--- src/rtl/lsu_arb.sv ---
// Load/store arbiter sharing one memory port between the two requesters.
// One transaction in flight; loads squashable by pipeline flush.
module lsu_arb #(
  parameter int XLEN = 32
) (
  input  logic            clock,
  input  logic            reset,
  input  logic            flush_pipeline,
  input  logic            exu_ren,
  input  logic [XLEN-1:0] exu_raddr,
  input  logic [4:0]      exu_ralu,
  input  logic            exu_wen,
  input  logic [XLEN-1:0] exu_waddr,
  input  logic [4:0]      exu_walu,
  input  logic [XLEN-1:0] exu_wdata,
  output logic [XLEN-1:0] lsu_rdata,
  output logic            lsu_exu_rvalid,
  output logic            lsu_exu_wready,
  output logic            mem_valid,
  output logic            mem_wen,
  output logic [XLEN-1:0] mem_addr,
  output logic [4:0]      mem_alu,
  output logic [XLEN-1:0] mem_wdata,
  input  logic            mem_ready,
  input  logic            mem_resp_valid,
  input  logic [XLEN-1:0] mem_rdata
);

  typedef enum logic [2:0] {
    IDLE,
    LD_REQ,
    LD_WAIT,
    LD_DRAIN,
    ST_REQ,
    ST_WAIT
  } state_t;

  state_t state, state_nx;
  logic   rr_ld;
  logic   hazard, ld_ok;
  logic   gnt_ld, gnt_st;
  logic   rv_nx, wr_nx;

  assign mem_valid = (state == LD_REQ) | (state == ST_REQ);

  always_comb begin
    hazard   = exu_wen &
               (exu_raddr[XLEN-1:2] == exu_waddr[XLEN-1:2]);
    ld_ok    = exu_ren & ~flush_pipeline & ~hazard;
    gnt_st   = 1'b0;
    gnt_ld   = 1'b0;
    rv_nx    = 1'b0;
    wr_nx    = 1'b0;
    state_nx = state;
    unique case (state)
      IDLE: begin
        gnt_st = exu_wen & (~ld_ok | ~rr_ld);
        gnt_ld = ld_ok & (~exu_wen | rr_ld);
        if (gnt_st) begin
          state_nx = ST_REQ;
        end else if (gnt_ld) begin
          state_nx = LD_REQ;
        end
      end
      LD_REQ: begin
        if (flush_pipeline) begin
          state_nx = IDLE;
        end else if (mem_ready) begin
          state_nx = LD_WAIT;
        end
      end
      LD_WAIT: begin
        // a flush landing with the response squashes it in place
        if (mem_resp_valid) begin
          state_nx = IDLE;
          rv_nx    = ~flush_pipeline;
        end else if (flush_pipeline) begin
          state_nx = LD_DRAIN;
        end
      end
      LD_DRAIN: begin
        if (mem_resp_valid) begin
          state_nx = IDLE;
        end
      end
      ST_REQ: begin
        if (mem_ready) begin
          state_nx = ST_WAIT;
        end
      end
      ST_WAIT: begin
        if (mem_resp_valid) begin
          state_nx = IDLE;
          wr_nx    = 1'b1;
        end
      end
      default: state_nx = IDLE;
    endcase
  end

  always_ff @(posedge clock or negedge reset) begin
    if (!reset) begin
      state          <= IDLE;
      rr_ld          <= 1'b0;
      mem_wen        <= 1'b0;
      mem_addr       <= '0;
      mem_alu        <= '0;
      mem_wdata      <= '0;
      lsu_rdata      <= '0;
      lsu_exu_rvalid <= 1'b0;
      lsu_exu_wready <= 1'b0;
    end else begin
      state          <= state_nx;
      lsu_exu_rvalid <= rv_nx;
      lsu_exu_wready <= wr_nx;
      if (rv_nx) begin
        lsu_rdata <= mem_rdata;
      end
      if (gnt_st) begin
        rr_ld     <= 1'b1;
        mem_wen   <= 1'b1;
        mem_addr  <= exu_waddr;
        mem_alu   <= exu_walu;
        mem_wdata <= exu_wdata;
      end else if (gnt_ld) begin
        rr_ld     <= 1'b0;
        mem_wen   <= 1'b0;
        mem_addr  <= exu_raddr;
        mem_alu   <= exu_ralu;
        mem_wdata <= '0;
      end
    end
  end

endmodule

--- config.mk ---
export PLATFORM = sky130hd
export DESIGN_NAME = lsu_arb
export DESIGN_NICKNAME = d
export VERILOG_FILES = /design/src/rtl/lsu_arb.sv
export SDC_FILE = /design/constraint.sdc
export NUM_CORES = 1
export LEC_CHECK = 0
export ABC_AREA = 1
export BUFFER_PORTS_ARGS = -buffer_cell sky130_fd_sc_hd__clkbuf_2
export CAP_MARGIN = 25
export CORE_MARGIN = 2
export CORE_UTILIZATION = 43
export DETAILED_ROUTE_END_ITERATION = 7
export PLACE_DENSITY = 0.9
export SKIP_CTS_REPAIR_TIMING = 1
export SLEW_MARGIN = 20
export SYNTH_ARGS = -nofsm -noshare
export SYNTH_HDL_FRONTEND = slang
export SYNTH_SLANG_ARGS = --single-unit
--- constraint.sdc ---
create_clock -name clock -period 1.7 [get_ports clock]
set_clock_uncertainty 0.1 [all_clocks]
set_input_delay 0.17 -clock clock [delete_from_list [all_inputs] [get_ports clock]]
set_output_delay 0.17 -clock clock [all_outputs]
set_load 0.01 [all_outputs]
==> reports/qor.txt, run 1 <==
outcome - complete, but fails checks
failing checks - setup timing
Cells after Synth - 758
first-pass GRT wire length - 24980 microns
GP Congestion - 0.8317
worst path required time - 1.84 ns
Layout Nets - 1265
Cell Chain, Critical Path - nor2_1 > inv_2 > nor2_4 > buf_4 > buf_12 > nand2_2 > buf_12 > nand2_1 > nand2_1
Routed Antenna Nets - 0
vias in the first global route - 5441
DIE WIDTH - 115.5 microns
gr usage total - 23.84%
fin crit period - 1.704 ns
port bufs - 249
DRT iter0 DRCs - 525
Area after DPL - 7269 sq um
Starting Density - 44.35%
share of cells above drive strength 1 - 33.78%
Setup TNS - -0.007596 ns
total of warnings raised by yosys - 0
Crit path depth - 9
CTS tree - built
post-synthesis sequential area ratio - 50.06%
layout-stage area growth over the synthesis result - 59.32%
post-route cell area - 8522 sq um
dpl cells - 1200
Critical Path AT - 1.85 ns
clock sinks - 107
FP Rows - 40
max-cap check violation count - 0
Synth cell types - 18
Post-Syn Area - 5349 sq um
final worst slack - -0.004386 ns
Die Height - 115.5 microns
Max FO, Critical Path - 38
die area - 13350 sq um
Final HPWL DP - 12160 microns
endpoints failing setup - 2
Worst Hold Endpoint - mem_alu[4]$_DFFE_PN0P_
hold path startpoint - exu_ralu[4]
worst path bufs/invs - 4
Peak VDD IR - 0.8454 mV
DR WL/cell - 15.19 microns
drt pass-1 iters - 7
Design Power - 0.01261 W
crit start category - flip-flop
slowest stage cell, crit path - dfrtp_1
commonest non-fill, non-tap cell in the layout - nand2_1
Reg clk slew, reported paths - 0.08 ns
Worst Tran Pin Value - 0.4968 ns
DRC - 0
final core utilization - 70.65%
fin crit share - 100.3%
Fmax achieved - 586.7 MHz
HP Class - input pin to flip-flop
TritonCTS Buffers - 9
RSZ-0062 raised after global routing - true
fin. max-slew vios - 0
CP Class - flip-flop to flip-flop
Finished Layout Cells - 1296
htree depth - 3
via count - 6412
Hold Vio Cnt, Final - 0
hold path depth - 5
clock tree buffer depth - 2
register bit total from synthesis - 107
pin count of the biggest net entering global routing - 46
max incr delay on CP - 0.42 ns
initial antenna violation count - 0
I/O Pins - 250
leak pwr - 5.046 nW
syn nets - 903
r2r startpoint - state[0]$_DFFE_PN0P_
Root Driver - clkbuf_16
worst skew pair latency - 0.34 ns
Placeable Area - 12060 sq um
pwr/cell area - 1480 nW/um^2
reg2reg end - mem_wdata[0]$_DFFE_PN0P_
Post-Route WL - 19690 microns
flop-to-flop setup slack - -0.004 ns
Setup crit end kind - flip-flop
syn avg cell area - 7.057 sq um
vias per inst - 4.948
Crit path max-delay family - simple AND/OR/NAND/NOR gates
most frequent cells in the layout - 390 x nand2_1, 248 x clkbuf_2, 106 x dfrtp_1, 93 x inv_1, 65 x dlygate4sd3_1
R2R depth - 9
GRT overflow - 0
headroom to the max-slew limit - 66.88%
## where the power goes
group	leakage (nW)	switching, W	internal, W
Sequential	1.34	0.000782	0.00376
Clock	0.134	0.000993	0.00105
Combinational	3.57	0.00343	0.00259
Total	5.05	0.00520	0.00740
## final cells by class
cell class / count / area (sq um)
multi-input combinational: 519 / 2318
tap: 168 / 210.2
timing repair buffer: 386 / 2653
clock buffer: 11 / 242.7
inverter: 97 / 367.9
sequential: 107 / 2679
clock inverter: 5 / 43.79
antenna: 3 / 7.507
fill: 875 / 3540
## metrics by stage
| step | hold slack (ns) | setup WS, ns |
|---|---|---|
| after detailed placement | 0.003980 | -0.2439 |
| after global placement | -0.0008992 | -0.1644 |
| after CTS | -0.3735 | -0.07640 |
| after global routing | 0.04075 | -0.1001 |
| after floorplan | -0.2256 | 0.05519 |
| final | 0.01702 | -0.004386 |
## synthesized netlist by cell type
master / number / area (sq um)
nor2_1: 21 / 78.83
nor3_2: 1 / 10.01
clkbuf_1: 25 / 93.84
o21ai_1: 21 / 105.1
nand2_1: 397 / 1490
o21ai_0: 25 / 125.1
xnor2_1: 7 / 61.31
a22oi_1: 1 / 7.510
nor4_1: 1 / 6.260
nand3_1: 2 / 10.01
inv_1: 97 / 364.1
or2_2: 1 / 6.260
buf_1: 1 / 3.750
nand4_1: 39 / 244.0
nor3_1: 2 / 10.01
dfrtp_1: 107 / 2678
nand3_2: 1 / 10.01
buf_2: 9 / 45.04
## worst reg2reg max path: cells and delay by family (launching register included)
kind / cells / cell delay (ns)
buffers and inverters: 4 / 0.50
and+or+nand+nor: 5 / 0.58
DFF: 1 / 0.42
## registers in the layout, summed over array words and instances (netlist names)
| register | count |
|---|---|
| mem_addr | 32 |
| lsu_exu_wready | 1 |
| mem_wdata | 32 |
| lsu_rdata | 32 |
| state | 3 |
| mem_alu | 5 |
| lsu_exu_rvalid | 1 |
| rr_ld | 1 |
## layer usage
| layer | track usage (%) | part of all wire (%) |
|---|---|---|
| met4 | 10.20 | 3.7 |
| met5 | 0 | 0.046 |
| met1 | 28.07 | 38 |
| met3 | 5.126 | 8.3 |
| met2 | 42.03 | 50 |
## how the worst max path moves through the flow
stage | start | endpoint | slack, ns
detailed placement | exu_raddr[5] | mem_addr[25]$_DFFE_PN0P_ | -0.24
global route | state[0]$_DFFE_PN0P_ | mem_wdata[0]$_DFFE_PN0P_ | -0.10
global placement | exu_waddr[8] | mem_addr[25]$_DFFE_PN0P_ | -0.16
CTS | state[1]$_DFFE_PN0P_ | mem_addr[5]$_DFFE_PN0P_ | -0.08
finish | state[0]$_DFFE_PN0P_ | mem_wdata[0]$_DFFE_PN0P_ | -0.004
floorplan | state[1]$_DFFE_PN0P_ | mem_addr[21]$_DFFE_PN0P_ | 0.06
## cells by family (layout without fill, tap and decap cells)
logic type,count (synthesis),after routing,synth area share [%]
buf+inv,132,499,9.474
flops,107,107,50.06
xor+xnor,7,7,1.146
simple gates,465,465,34.88
compound gates,47,47,4.444
other cells,0,3,0
(Power assumes the default switching activity.)
==> run 2: changes to the inputs <==
Settings changed: CORE_UTILIZATION 43 to 47, PLACE_DENSITY 0.9 to 0.93.
Clock period 1.7 ns to 1.8 ns, I/O delays scaled along.
==> run 2 against run 1 <==
Effect of this change:
- non-clock buffer count is 51 lower
- count of clock-buffer cells in the layout stayed put
- sequential share of layout area increased by 2.5 points
- power is 8.6% lower
- critical endpoint is now mem_addr[9]$_DFFE_PN0P_
- sequential power decreased by 5.3%
- die area shrank 8.2%
- critical path type unchanged
- combinational power decreased by 18%
- setup slack better by 0.052 ns
- wire length is 8.4% lower
- the flow finishes with violations (hold timing)
- register-to-register slack better by 0.05 ns
==> reports/qor.txt, run 2 (synthesis gave the netlist of run 1 again) <==
FP Rows - 38 (-5.0%)
vias in the first global route - 5325 (-2.1%)
biggest regs - lsu_rdata (32), mem_addr (32), mem_wdata (32)
flip-flop and latch area - 2678 sq um (about the same)
crit start category - flip-flop
TritonCTS Buffers - 9 (unchanged)
DIE WIDTH - 110.7 microns (-4.2%)
I/O Pins - 250 (unchanged)
GP Congestion - 0.8623 (+3.7%)
clock sinks - 107 (unchanged)
Placeable Area - 10980 sq um (-8.9%)
Worst Tran Pin Value - 0.4821 ns (-0.01475 ns)
DRC - 0 (unchanged)
Antenna Cells - 0 (-3)
Layout Nets - 1214 (-4.0%)
via count - 6127 (-4.4%)
vias per inst - 5.047 (+2.0%)
pin count of the biggest net entering global routing - 69 (+50%)
busiest layer in global routing - met2
Setup TNS - 0 ns (+0.007596 ns)
failing checks - hold timing
pwr/cell area - 1462 nW/um^2 (-1.2%)
drt pass-1 iters - 5 (-2)
share of cells above drive strength 1 - 27.37% (-6.4 points)
Hold WS - -0.03211 ns (-0.04913 ns)
Routed Antenna Nets - 0 (unchanged)
outcome - complete, but fails checks
Die Height - 110.7 microns (-4.2%)
Peak VDD IR - 0.8104 mV (-4.1%)
fin. max-slew vios - 0 (unchanged)
RSZ-0062 raised after global routing - true
initial antenna violation count - 0 (unchanged)
htree depth - 3 (unchanged)
gr usage total - 25.45% (+1.6 points)
post-route cell area - 7880 sq um (-7.5%)
first-pass GRT wire length - 25450 microns (+1.9%)
Fmax achieved - 570.8 MHz (-2.7%)
headroom to the max-slew limit - 67.86% (+0.98 points)
DRT iter0 DRCs - 534 (+1.7%)
leak pwr - 4.735 nW (-6.2%)
endpoints failing setup - 0 (-2)
dpl ws - -0.02899 ns (+0.2149 ns)
final core utilization - 71.75% (+1.1 points)
layout-stage area growth over the synthesis result - 47.32%
Setup crit end kind - flip-flop
HP Class - input pin to flip-flop
most frequent cells in the layout - 396 x nand2_1, 248 x clkbuf_2, 107 x dfrtp_1, 96 x inv_1, 64 x dlygate4sd3_1
die area - 12250 sq um (-8.2%)
port bufs - 249 (unchanged)
GRT overflow - 0 (unchanged)
commonest non-fill, non-tap cell in the layout - nand2_1
clock tree buffer depth - 2 (unchanged)
fillers - 822 (-6.1%)
fin crit period - 1.752 ns (+0.04759 ns)
CP Class - flip-flop to flip-flop
Reg clk slew, reported paths - 0.07 ns (about the same)
CTS tree - built
multi-input logic area - 2187 sq um (-5.7%)
met2 Usage GRT - 43.39% (+1.4 points)
worst path required time - 1.99 ns (+0.15 ns)
worst skew pair latency - 0.34 ns (about the same)
Critical Path AT - 1.94 ns (+0.09 ns)
Area after DPL - 6867 sq um (-5.5%)
Max FO, Critical Path - 7 (-82%)
Hold Vio Cnt, Final - 1 (+1)
Final HPWL DP - 11490 microns (-5.5%)
DR WL/cell - 14.86 microns (-2.2%)
Starting Density - 48.70% (+4.4 points)
fin crit share - 97.33% (-2.9 points)
Root Driver - clkbuf_16
Post-Route WL - 18040 microns (-8.4%)
max-cap check violation count - 0 (unchanged)
met3 Use GR - 4.921% (-0.20 points)
GR Layer Usage met1 - 32.36% (+4.3 points)
final worst slack - 0.04803 ns (+0.05241 ns)
-- run 2: cell types whose count changed in the layout (fill, tap and decap cells not counted), sizes merged --
| cell | previous run | this run |
|---|---|---|
| dlygate4sd3 | 65 | 64 |
| buf | 70 | 23 |
| diode | 3 | 0 |
| clkinvlp | 3 | 1 |
| clkbuf | 262 | 259 |
| clkinv | 1 | 0 |
| bufinv | 0 | 3 |
-- run 2: area by class of cell --
cell class,count,area share [%]
Sequential cell,107,33.98
Multi-Input combinational cell,519,27.75
Timing Repair Buffer,335,26.96
Inverter,97,4.621
Clock buffer,11,3.080
Tap cell,140,2.223
Clock inverter,5,1.381
-- run 2: critical path: stages (launching register included) --
cell and delay [ns]:
dfrtp_1 0.42, nor2_1 0.12, inv_1 0.11, nor2_4 0.18, nand4_1 0.15, buf_4 0.19
buf_4 0.15, o21ai_0 0.15, nand2_1 0.07, nand2_1 0.06
-- run 2: report_power, final --
group          switching (W)  total [W]  leakage [nW]  internal [W]
Combinational        0.00299    0.00493          3.23       0.00194
Clock               0.000881    0.00229         0.168       0.00141
Sequential          0.000758    0.00430          1.34       0.00355
Total                0.00463     0.0115          4.73       0.00690
-- run 2: stage by stage --
step / total power [W] / instances
after detailed placement: 0.008974 / 1133
after global placement: 0.008778 / 1133
after CTS: 0.01128 / 1149
final: 0.01152 / 1214
after floorplan: 0.006738 / 758
after global routing: 0.01236 / 1214
-- run 2: worst paths after layout --
check	from	slack (ns)	endpoint	cells past startpoint
max in group asynchronous	reset	0.78	mem_alu[0]$_DFFE_PN0P_	3
setup reg to reg	state[1]$_DFFE_PN0P_	0.05	mem_addr[9]$_DFFE_PN0P_	9
hold reg to reg	mem_addr[0]$_DFFE_PN0P_	0.38	mem_addr[0]$_DFFE_PN0P_	2
min in group asynchronous	reset	0.24	lsu_rdata[7]$_DFFE_PN0P_	2
setup / recovery	state[1]$_DFFE_PN0P_	0.05	mem_addr[9]$_DFFE_PN0P_	9
hold / removal	mem_rdata[0]	-0.03	lsu_rdata[0]$_DFFE_PN0P_	3
-- run 2: per-layer routing --
metal | wire length, microns | vias to the layer above
met4 | 537 | 0
met1 | 6986 | 2786
li1 | - | 2918
met3 | 1370 | 53
met5 | 0 | -
met2 | 9141 | 370
==> run 3: changes to the inputs <==
Settings changed: ABC_AREA 1 to default.
Clock period 1.8 ns to 2 ns, I/O delays scaled along.
==> run 3 against run 2 <==
Effect of this change:
- the run still ends with hold timing left
- utilization about the same
- combinational power down 14%
- non-clock buffer count is 27 higher
- synthesized cell count fell by 25%
- count of clock-buffer cells in the layout down 2
- sequential power fell by 18%
- power down 20%
- highest routed layer unchanged
- global-route usage rose by 0.87 points
- critical path depth shrank 3
- fmax fell by 6.3%
- first-iteration DRC count up 7.9%
==> reports/qor.txt, run 3 <==
GRT overflow - 0 (unchanged)
R2R depth - 6 (-3)
first-pass GRT wire length - 24470 microns (-3.9%)
hold path depth - 3 (unchanged)
initial antenna violation count - 0 (unchanged)
Final HPWL DP - 11680 microns (+1.7%)
most frequent cells in the layout - 248 x clkbuf_2, 160 x nand2_1, 107 x dfrtp_1, 68 x dlygate4sd3_1, 45 x o21ai_0
Synth cell types - 35 (+17)
Setup crit end kind - flip-flop
register bit total from synthesis - 107 (unchanged)
drt pass-1 iters - 5 (unchanged)
fraction of registers with async set or reset after synthesis - 100.0% (unchanged)
failing checks - hold timing
FP Rows - 38 (unchanged)
htree depth - 3 (unchanged)
post-route cell area - 7772 sq um (-1.4%)
share of cells above drive strength 1 - 35.08% (+7.7 points)
clock sinks - 107 (unchanged)
DRC - 0 (unchanged)
Worst Tran Pin Value - 0.5843 ns (+0.1022 ns)
crit start category - flip-flop
vias per inst - 5.598 (+11%)
DIE WIDTH - 109.4 microns (-1.2%)
Die Height - 109.4 microns (-1.2%)
biggest regs - lsu_rdata (32), mem_addr (32), mem_wdata (32)
worst skew pair latency - 0.35 ns (about the same)
Placeable Area - 10840 sq um (-1.3%)
fillers - 778 (-5.4%)
Fmax achieved - 535.0 MHz (-6.3%)
Post-Synth XOR/XNOR Area - 5.370% (+4.2 points)
flop-to-flop setup slack - 0.13 ns (+0.08 ns)
die area - 11960 sq um (-2.3%)
gr usage total - 26.32% (+0.87 points)
clock tree buffer depth - 2 (unchanged)
mux cell area share after synthesis - 0.1918% (+0.19 points)
dominant cell type by area after synthesis - dfrtp_1
Top FF cell, synth - dfrtp_1
Post-Synth Simple-Gate Area - 17.55% (-17 points)
Hold Vio Cnt, Final - 2 (+1)
Starting Density - 48.14% (-0.56 points)
HP Class - input pin to flip-flop
vias in the first global route - 4924 (-7.5%)
Synth top area share - 51.31% (+1.2 points)
CTS tree - built
outcome - complete, but fails checks
pwr/cell area - 1180 nW/um^2 (-19%)
worst path required time - 2.20 ns (+0.21 ns)
via count - 5816 (-5.1%)
Layout Nets - 1038 (-14%)
leak pwr - 4.041 nW (-15%)
post-synthesis sequential area ratio - 51.31% (+1.2 points)
Post-Route WL - 18460 microns (+2.4%)
RSZ-0062 raised after global routing - false
Reg clk slew, reported paths - 0.12 ns (+0.05 ns)
Post-synth EDFFs - 0 (unchanged)
Synth area leaders - dfrtp_1 51%, nand2_1 12%, o311a_1 5.8%
Area after DPL - 6877 sq um (+0.15%)
Routed Antenna Nets - 0 (unchanged)
port bufs - 249 (unchanged)
final core utilization - 71.70% (about the same)
fin crit share - 93.46% (-3.9 points)
Post-Syn Area - 5219 sq um (-2.4%)
largest family of logic cells by synthesized area - compound AO/OA/AOI/OAI gates
DRT iter0 DRCs - 576 (+7.9%)
endpoints failing setup - 0 (unchanged)
Synth Area in Adders - 0% (unchanged)
TritonCTS Buffers - 9 (unchanged)
max-cap check violation count - 0 (unchanged)
Root Driver - clkbuf_8
total of warnings raised by yosys - 0 (unchanged)
layout-stage area growth over the synthesis result - 48.93%
Max FO, Critical Path - 42 (+35)
syn nets - 711 (-21%)
Setup TNS - 0 ns (unchanged)
synth cell count leaders - 160 x nand2_1, 107 x dfrtp_1, 45 x o21ai_0
I/O Pins - 250 (unchanged)
fin. max-slew vios - 0 (unchanged)
headroom to the max-slew limit - 61.05% (-6.8 points)
Synth Area in Compound Gates - 21.43% (+17 points)
syn avg cell area - 9.220 sq um (+31%)
Critical Path AT - 2.07 ns (+0.13 ns)
DR WL/cell - 17.77 microns (+20%)
most common cell in the synthesized netlist - nand2_1
Cells after Synth - 566 (-25%)
fin crit period - 1.869 ns (+0.1172 ns)
CP Class - flip-flop to flip-flop
GP Congestion - 0.8244 (-4.4%)
Hold WS - -0.01812 ns (+0.01399 ns)
pin count of the biggest net entering global routing - 108 (+57%)
commonest non-fill, non-tap cell in the layout - clkbuf_2
Peak VDD IR - 0.6455 mV (-20%)
run 3: changes by cell type after synthesis, sizes merged, moves of 30 or more:
cell	delta
nand4	-37
xor2	+31
a22o	+32
o311a	+30
nand2	-237
o22ai	+30
inv	-94
run 3: per-stage QoR:
| stage | power, W | worst slack, ns | hold WS [ns] | cells |
|---|---|---|---|---|
| 2_1_floorplan | 0.005787 | 0.05918 | -0.1956 | 566 |
| 3_3_place_gp | 0.007404 | -0.06913 | 0.2134 | 954 |
| 3_5_place_dp | 0.007590 | -0.1484 | 0.2218 | 954 |
| 4_1_cts | 0.009003 | 0.1360 | -0.1897 | 970 |
| 5_1_grt | 0.009739 | 0.07351 | 0.003527 | 1038 |
| 6_report | 0.009170 | 0.1308 | -0.01812 | 1039 |
run 3: cell families after synthesis:
family / after synthesis
compound gates: 153
xor+xnor: 32
buf+inv: 49
flops: 107
mux: 1
simple gates: 224
run 3: critical path: stages, from the launching register on:
cell	delay, ns
dfrtp_1	0.47
nor3_2	0.29
buf_4	0.20
o21ai_4	0.09
buf_12	0.20
o21ai_0	0.26
o311a_1	0.20
run 3: final timing paths:
check,startpoint,to
worst max register to register,state[1]$_DFFE_PN0P_,mem_addr[19]$_DFFE_PN0P_
max in group asynchronous,reset,mem_addr[19]$_DFFE_PN0P_
worst min register to register,lsu_rdata[11]$_DFFE_PN0P_,lsu_rdata[11]$_DFFE_PN0P_
min in group asynchronous,reset,mem_addr[5]$_DFFE_PN0P_
worst min-delay path,exu_raddr[1],mem_addr[1]$_DFFE_PN0P_
worst max-delay path,state[1]$_DFFE_PN0P_,mem_addr[19]$_DFFE_PN0P_
run 3: layer usage:
| metal | part of all wire (%) | global-route usage (%) |
|---|---|---|
| met1 | 37 | 33.35 |
| met2 | 52 | 44.93 |
| met3 | 7.7 | 4.920 |
| met4 | 3.8 | 9.675 |
| met5 | 0 | 0 |
run 3: final cells by class:
cell class | count | area (sq um) | area share, %
Antenna cell | 1 | 2.502 | 0.03220
Inverter | 3 | 13.76 | 0.1771
Multi-Input combinational cell | 410 | 2349 | 30.22
Timing Repair Buffer | 362 | 2342 | 30.14
Sequential cell | 107 | 2678 | 34.45
Clock inverter | 7 | 88.84 | 1.143
Clock buffer | 9 | 123.9 | 1.594
Tap cell | 140 | 175.2 | 2.254
run 3: power by group:
| part | switching, W | total [W] | leakage, nW | internal (W) |
|---|---|---|---|---|
| Sequential | 0.000534 | 0.00354 | 1.37 | 0.00301 |
| Clock | 0.000875 | 0.00139 | 0.107 | 0.000517 |
| Combinational | 0.00229 | 0.00424 | 2.56 | 0.00195 |
